--- src/rtl/xm23_pkg.sv ---
// Shared XM23 definitions: memory-controller state encoding, control-register
// field encodings and bit positions, and a small alignment helper.
package xm23_pkg;

    typedef enum logic [2:0] {
        ST_IDLE = 3'd0,
        ST_LO   = 3'd1,
        ST_HI   = 3'd2,
        ST_FIN  = 3'd3,
        ST_ERR  = 3'd4
    } state_t;

    localparam logic RW_READ  = 1'b0;
    localparam logic RW_WRITE = 1'b1;

    localparam logic SZ_WORD  = 1'b0;
    localparam logic SZ_BYTE  = 1'b1;

    // Bit positions inside the CPU control register, so the CPU top can wire
    // ctrl_reg[CR_EN] etc. straight onto req/rw/wb.
    localparam int CR_EN = 0;
    localparam int CR_RW = 1;
    localparam int CR_WB = 2;

    // A word access must start on an even byte address.
    function automatic logic is_misaligned(input logic wb, input logic addr_lsb);
        return (wb == SZ_WORD) && addr_lsb;
    endfunction

endpackage

--- src/rtl/xm23_mem_ctrl_if.sv ---
// Bus between the XM23 control unit / byte RAM and the memory controller.
// The controller takes the slave view; the CPU side and RAM take the master view.
interface xm23_mem_ctrl_if #(
    parameter int ADDR_W = 16,
    parameter int DATA_W = 16
);
    logic              req;
    logic              rw;
    logic              wb;
    logic [ADDR_W-1:0] mar;
    logic [DATA_W-1:0] wdata;
    logic [DATA_W-1:0] rdata;
    logic              busy;
    logic              done;
    logic              err;
    logic [ADDR_W-1:0] ram_addr;
    logic [7:0]        ram_wdata;
    logic              ram_we;
    logic              ram_re;
    logic [7:0]        ram_rdata;

    modport master (
        output req, rw, wb, mar, wdata, ram_rdata,
        input  rdata, busy, done, err, ram_addr, ram_wdata, ram_we, ram_re
    );

    modport slave (
        input  req, rw, wb, mar, wdata, ram_rdata,
        output rdata, busy, done, err, ram_addr, ram_wdata, ram_we, ram_re
    );

endinterface

--- src/rtl/xm23_mem_ctrl.sv ---
// XM23 memory bus controller: turns one CR/MAR/MDR request into one or two
// byte cycles on a synchronous byte-wide RAM and returns read data for the MDR.
module xm23_mem_ctrl
    import xm23_pkg::*;
#(
    parameter int ADDR_W = 16,
    parameter int DATA_W = 16
) (
    input  logic          clk,
    input  logic          rst,
    xm23_mem_ctrl_if.slave bus
);

    state_t            state_q, state_d;
    logic              rw_q;
    logic              wb_q;
    logic [ADDR_W-1:0] mar_q;
    logic [DATA_W-1:0] wdata_q;
    logic [DATA_W-1:0] rdata_q;

    logic [ADDR_W-1:0] addr_c;
    logic [7:0]        wbyte_c;
    logic              we_c;
    logic              re_c;
    logic              done_c;
    logic              err_c;

    // NOTE: all registered state uses non-blocking assignments so every
    // register samples pre-edge values, independent of statement order.
    always_ff @(posedge clk) begin
        if (rst) begin
            state_q <= ST_IDLE;
            rw_q    <= RW_READ;
            wb_q    <= SZ_WORD;
            mar_q   <= '0;
            wdata_q <= '0;
            rdata_q <= '0;
        end else begin
            state_q <= state_d;

            if (state_q == ST_IDLE && bus.req) begin
                rw_q    <= bus.rw;
                wb_q    <= bus.wb;
                mar_q   <= bus.mar;
                wdata_q <= bus.wdata;
            end

            // RAM data for the byte addressed last cycle arrives this cycle.
            if (rw_q == RW_READ) begin
                case (state_q)
                    ST_HI:  rdata_q[7:0] <= bus.ram_rdata;
                    ST_FIN: begin
                        if (wb_q == SZ_WORD)
                            rdata_q[DATA_W-1:8] <= bus.ram_rdata;
                        else
                            rdata_q <= DATA_W'(bus.ram_rdata);
                    end
                    default: ;
                endcase
            end
        end
    end

    // NOTE: every signal written here gets a default first, so no path
    // through the case can leave one unassigned and infer a latch.
    always_comb begin
        state_d = state_q;
        addr_c  = '0;
        wbyte_c = '0;
        we_c    = 1'b0;
        re_c    = 1'b0;
        done_c  = 1'b0;
        err_c   = 1'b0;

        case (state_q)
            ST_IDLE: begin
                if (bus.req)
                    state_d = is_misaligned(bus.wb, bus.mar[0]) ? ST_ERR : ST_LO;
            end
            ST_LO: begin
                addr_c = mar_q;
                if (rw_q == RW_WRITE) begin
                    we_c    = 1'b1;
                    wbyte_c = wdata_q[7:0];
                end else begin
                    re_c    = 1'b1;
                end
                state_d = (wb_q == SZ_WORD) ? ST_HI : ST_FIN;
            end
            ST_HI: begin
                addr_c = mar_q + ADDR_W'(1);
                if (rw_q == RW_WRITE) begin
                    we_c    = 1'b1;
                    wbyte_c = wdata_q[DATA_W-1:8];
                end else begin
                    re_c    = 1'b1;
                end
                state_d = ST_FIN;
            end
            ST_FIN: begin
                done_c  = 1'b1;
                state_d = ST_IDLE;
            end
            ST_ERR: begin
                done_c  = 1'b1;
                err_c   = 1'b1;
                state_d = ST_IDLE;
            end
            default: state_d = ST_IDLE;
        endcase
    end

    assign bus.rdata     = rdata_q;
    assign bus.busy      = (state_q != ST_IDLE);
    assign bus.done      = done_c;
    assign bus.err       = err_c;
    assign bus.ram_addr  = addr_c;
    assign bus.ram_wdata = wbyte_c;
    // Strobes are masked during reset so an aborted word write cannot
    // complete its pending byte on the same edge that resets the FSM.
    assign bus.ram_we    = we_c & ~rst;
    assign bus.ram_re    = re_c & ~rst;

endmodule
--- src/flat_wrapper.sv ---
// flat-port wrapper written by rule: the top's interface ports become plain ports
module xm23_mem_ctrl_flat import xm23_pkg::*;
#(
    parameter int ADDR_W = 16,
    parameter int DATA_W = 16
)
  (clk, rst, bus_req, bus_rw, bus_wb, bus_mar, bus_wdata, bus_ram_rdata, bus_rdata, bus_busy, bus_done, bus_err, bus_ram_addr, bus_ram_wdata, bus_ram_we, bus_ram_re);
  xm23_mem_ctrl_if #(.ADDR_W(ADDR_W), .DATA_W(DATA_W)) bus_i ();
  input  logic clk;
  input  logic rst;
  input wire logic [$bits(bus_i.req)-1:0] bus_req;
  input wire logic [$bits(bus_i.rw)-1:0] bus_rw;
  input wire logic [$bits(bus_i.wb)-1:0] bus_wb;
  input wire logic [$bits(bus_i.mar)-1:0] bus_mar;
  input wire logic [$bits(bus_i.wdata)-1:0] bus_wdata;
  input wire logic [$bits(bus_i.ram_rdata)-1:0] bus_ram_rdata;
  output wire logic [$bits(bus_i.rdata)-1:0] bus_rdata;
  output wire logic [$bits(bus_i.busy)-1:0] bus_busy;
  output wire logic [$bits(bus_i.done)-1:0] bus_done;
  output wire logic [$bits(bus_i.err)-1:0] bus_err;
  output wire logic [$bits(bus_i.ram_addr)-1:0] bus_ram_addr;
  output wire logic [$bits(bus_i.ram_wdata)-1:0] bus_ram_wdata;
  output wire logic [$bits(bus_i.ram_we)-1:0] bus_ram_we;
  output wire logic [$bits(bus_i.ram_re)-1:0] bus_ram_re;
  assign bus_i.req = bus_req;
  assign bus_i.rw = bus_rw;
  assign bus_i.wb = bus_wb;
  assign bus_i.mar = bus_mar;
  assign bus_i.wdata = bus_wdata;
  assign bus_i.ram_rdata = bus_ram_rdata;
  assign bus_rdata = bus_i.rdata;
  assign bus_busy = bus_i.busy;
  assign bus_done = bus_i.done;
  assign bus_err = bus_i.err;
  assign bus_ram_addr = bus_i.ram_addr;
  assign bus_ram_wdata = bus_i.ram_wdata;
  assign bus_ram_we = bus_i.ram_we;
  assign bus_ram_re = bus_i.ram_re;
  xm23_mem_ctrl #(.ADDR_W(ADDR_W), .DATA_W(DATA_W)) u_core (.clk(clk), .rst(rst), .bus(bus_i));
endmodule
--- config.mk ---
export PLATFORM = sky130hd
export DESIGN_NAME = xm23_mem_ctrl_flat
export DESIGN_NICKNAME = d
export VERILOG_FILES = /design/src/rtl/xm23_pkg.sv /design/src/rtl/xm23_mem_ctrl_if.sv /design/src/rtl/xm23_mem_ctrl.sv /design/src/flat_wrapper.sv
export SDC_FILE = /design/constraint.sdc
export NUM_CORES = 1
export LEC_CHECK = 0
export BUFFER_PORTS_ARGS = -buffer_cell sky130_fd_sc_hd__buf_2
export CAP_MARGIN = 20
export CORE_MARGIN = 2
export CORE_UTILIZATION = 49
export DETAILED_ROUTE_END_ITERATION = 10
export HOLD_SLACK_MARGIN = 0.02
export PLACE_DENSITY = 0.79
export SYNTH_ARGS = -nofsm -noshare
export SYNTH_HDL_FRONTEND = slang
export SYNTH_SLANG_ARGS = --single-unit
export TNS_END_PERCENT = 50
--- constraint.sdc ---
create_clock -name clk -period 1.9 [get_ports clk]
set_input_delay 0.38 -clock clk [delete_from_list [all_inputs] [get_ports clk]]
set_output_delay 0.38 -clock clk [all_outputs]
set_load 0.1 [all_outputs]
==> results.md <==
- Outcome: finished with violations
- Violated checks: setup timing
- Ys Warns: 0
- Die X: 75.6 microns
- Setup Crit Path Kind: reg -> out
- Worst-Skew Late Latency: 0.31 ns
- # setup viols final: 36
- Max transition margin: 0.666
- Distinct cells, synth: 39
- Layout Utilization: 0.924
- # nets final: 516
- Setup crit end kind: output port
- Clock Skew: 0.00556 ns
- Share of layout cells above drive strength 1: 0.537
- Wire length per cell: 23.0 microns
- Register area: 1080 sq um
- Vias in the first global route: 3,268
- Syn Nets: 380
- Detail Placement HPWL: 5630 microns
- MaxCap Viol Count: 0
- Req. time, crit path: 1.52 ns
- Initial antenna violation count: 0
- Synth top area cells: dfxtp_1 42%, nand2_1 14%, a21oi_1 9.8%
- Gr usage total: 0.369
- Final setup margin: -0.428 ns
- Die area: 5720 sq um
- Yosys top cell area share: 0.422
- Static Leakage: 0.00185 uW
- DRT Pass-1 Iters: 5
- Reg-to-Reg Start: u_core.state_q[1]
- Buf+Inv Stages, Crit Path: 2
- Core Region: 5040 sq um
- Avg Inst Size Synth: 7.53 sq um
- FP Rows: 26
- Clock buffer depth: 2
- First-pass GRT wire length: 15,800 microns
- Final RePlAce weighted congestion: 0.889
- Pin count of the biggest net entering global routing: 43
- Multi-input logic area: 1890 sq um
- Antenna Cells: 0
- Vias: 3,469
- Die Ht: 75.6 microns
- Htree depth: 2
- Arrival @ worst endpoint: 1.95 ns
- Post-Syn Area: 2510 sq um
- Synthesis-to-layout area growth: 85.4%
- Slowest cell on crit path: dfxtp_1
- Post-synth top area cell: dfxtp_1
- Hold Vio Cnt, Final: 0
- Register area share after synthesis: 0.422
- Fin crit period: 2.33 ns
- CTS Root Cell: clkbuf_8
- Vias per cell: 6.41
- FF+latch count, synth: 53
- Initial Utilization: 0.499
- Remaining antenna violation count after routing: 0
- Io pins: 90
- CP Cell Sequence: buf_4 > and4_1 > nand4_1 > a21oi_2 > o21bai_4 > buf_12
- Critical Path Max Stage Delay: 0.39 ns
- Total Wirelength: 12,400 microns
- Hold Startpoint: bus_wdata[12]
- CTS tree: yes
- Synth Instances: 334
- Total grt overflow: 0
- DRT iter0 DRCs: 334
- FILL cells: 167
- Power density over the cells: 885 nW/um^2
- Slew @ Worst Pin: 0.505 ns
- RSZ-0062 raised after global routing: true
- Max-slew violation count: 0
- Critical path startpoint category: flip-flop
- Pre-CTS setup slack: -0.0611 ns
- Family with the most delay on the worst path: simple AND/OR/NAND/NOR gates
- Crit Path Max Fanout: 6
- Max IR drop VDD: 668 uV
- Final TNS setup: -7.54 ns
- Highest Clock Rate: 429 MHz
- Sink Count: 53
- Num CTS Buffers: 5
- Final Cycle Share: 1.23
- Worst setup startpoint: u_core.mar_q[8]
- Clock-pin slew on the worst setup and hold paths: 0.10 ns
- DRC viols: 0
- HP Class: in -> reg
- PortBufs: 89
[cell type report]
| type | count | share of cell area |
|---|---|---|
| Timing Repair Buffer | 156 | 0.317 |
| Clock buffer | 6 | 0.0177 |
| Tap cell | 70 | 0.0188 |
| Multi-Input combinational cell | 248 | 0.406 |
| Inverter | 6 | 0.00483 |
| Sequential cell | 53 | 0.233 |
| Clock inverter | 2 | 0.00295 |
[cells by family after synthesis]
family                     after synthesis  share of synthesized area
adders and majority gates                1                    0.00498
muxes                                    8                     0.0319
buffers and inverters                   33                     0.0548
DFF                                     53                      0.422
xor gates and xnor gates                 2                    0.00697
AOI/OAI and AO/OA                       86                      0.202
and+or+nand+nor                        151                      0.277
[cells in the final DEF, fill, tap and decap left out, types with 5 or more instances in the layout]
| cell | count |
|---|---|
| buf_6 | 14 |
| dfxtp_1 | 44 |
| a21oi_1 | 42 |
| buf_4 | 49 |
| inv_1 | 5 |
| nand2_4 | 6 |
| buf_2 | 60 |
| dfxtp_4 | 5 |
| o21ai_4 | 8 |
| mux2i_1 | 8 |
| nand2_1 | 83 |
| a22oi_2 | 8 |
| nor2_1 | 8 |
| buf_12 | 31 |
| nand3_1 | 11 |
| clkbuf_8 | 6 |
| nor2b_4 | 5 |
[sequential cells by signal, summed over array words and instances (netlist names)]
| name | flops |
|---|---|
| u_core.mar_q | 16 |
| u_core.rw_q | 1 |
| u_core.wb_q | 1 |
| u_core.bus.rdata | 16 |
| u_core.state_q | 3 |
| u_core.wdata_q | 16 |
[what timing repair did]
item                       4_1_cts  5_1_grt
resized for setup               64       39
gates cloned                     1        0
pin swaps                       15       17
hold buffers                     0        0
buffers inserted                21        4
setup endpoints to repair       28       35
[worst min-delay path: stages]
cell	delay (ns)
buf_2	0.09
nand2_1	0.05
a21oi_1	0.05
[Yosys cell counts, drive strengths merged]
| cell type | count |
|---|---|
| a211o | 1 |
| a2111oi | 1 |
| mux2i | 8 |
| and2 | 3 |
| nor4bb | 1 |
| nor4b | 1 |
| nand4bb | 1 |
| a21oi | 49 |
| o21ai | 13 |
| and3 | 3 |
| or3b | 2 |
| and4 | 3 |
| inv | 6 |
| nand4 | 2 |
| dfxtp | 53 |
| nand3 | 16 |
| nor3 | 4 |
| nor2 | 12 |
| o22ai | 4 |
| a22o | 1 |
| nand2 | 91 |
| nor3b | 3 |
| o21bai | 2 |
| xor2 | 2 |
| o311a | 1 |
| nand2b | 1 |
| buf | 9 |
| ha | 1 |
| a22oi | 8 |
| nor2b | 8 |
| clkbuf | 18 |
| o311ai | 2 |
| o31ai | 4 |
[report_power, final]
| group | switching (uW) | total [uW] | internal (uW) | leakage (uW) |
|---|---|---|---|---|
| clock network | 379 | 675 | 296 | 0.0000512 |
| registers | 130 | 1360 | 1230 | 0.000438 |
| logic | 1330 | 2090 | 757 | 0.00136 |
| total | 1840 | 4130 | 2290 | 0.00185 |
[metrics by stage]
| stage | total power [uW] | hold WS, ns | area, sq um | cells |
|---|---|---|---|---|
| final | 4130 | 0.303 | 4660 | 541 |
| after global routing | 4210 | 0.321 | 4660 | 541 |
| after CTS | 3870 | 0.300 | 4490 | 539 |
| after detailed placement | 2940 | 0.443 | 3950 | 509 |
| after global placement | 2900 | 0.436 | 3950 | 509 |
| after floorplan | 2440 | 0.436 | 2810 | 334 |
[metal layers]
layer / vias to the layer above / wire, microns / global-route usage
met3: 113 / 1240 / 0.0767
met4: 2 / 1080 / 0.220
met5: - / 37 / 0
met2: 330 / 5960 / 0.636
met1: 1603 / 4120 / 0.420
li1: 1421 / - / -
[final timing paths]
| check | to | depth (start not counted) | slack, ns |
|---|---|---|---|
| min reg2reg | u_core.bus.rdata[11] | 2 | 0.46 |
| min | u_core.wdata_q[12] | 3 | 0.30 |
| max | bus_ram_addr[14] | 6 | -0.43 |
| max reg2reg | u_core.bus.rdata[2] | 6 | -0.07 |
No activity file was read; power rests on OpenSTA's default activity.
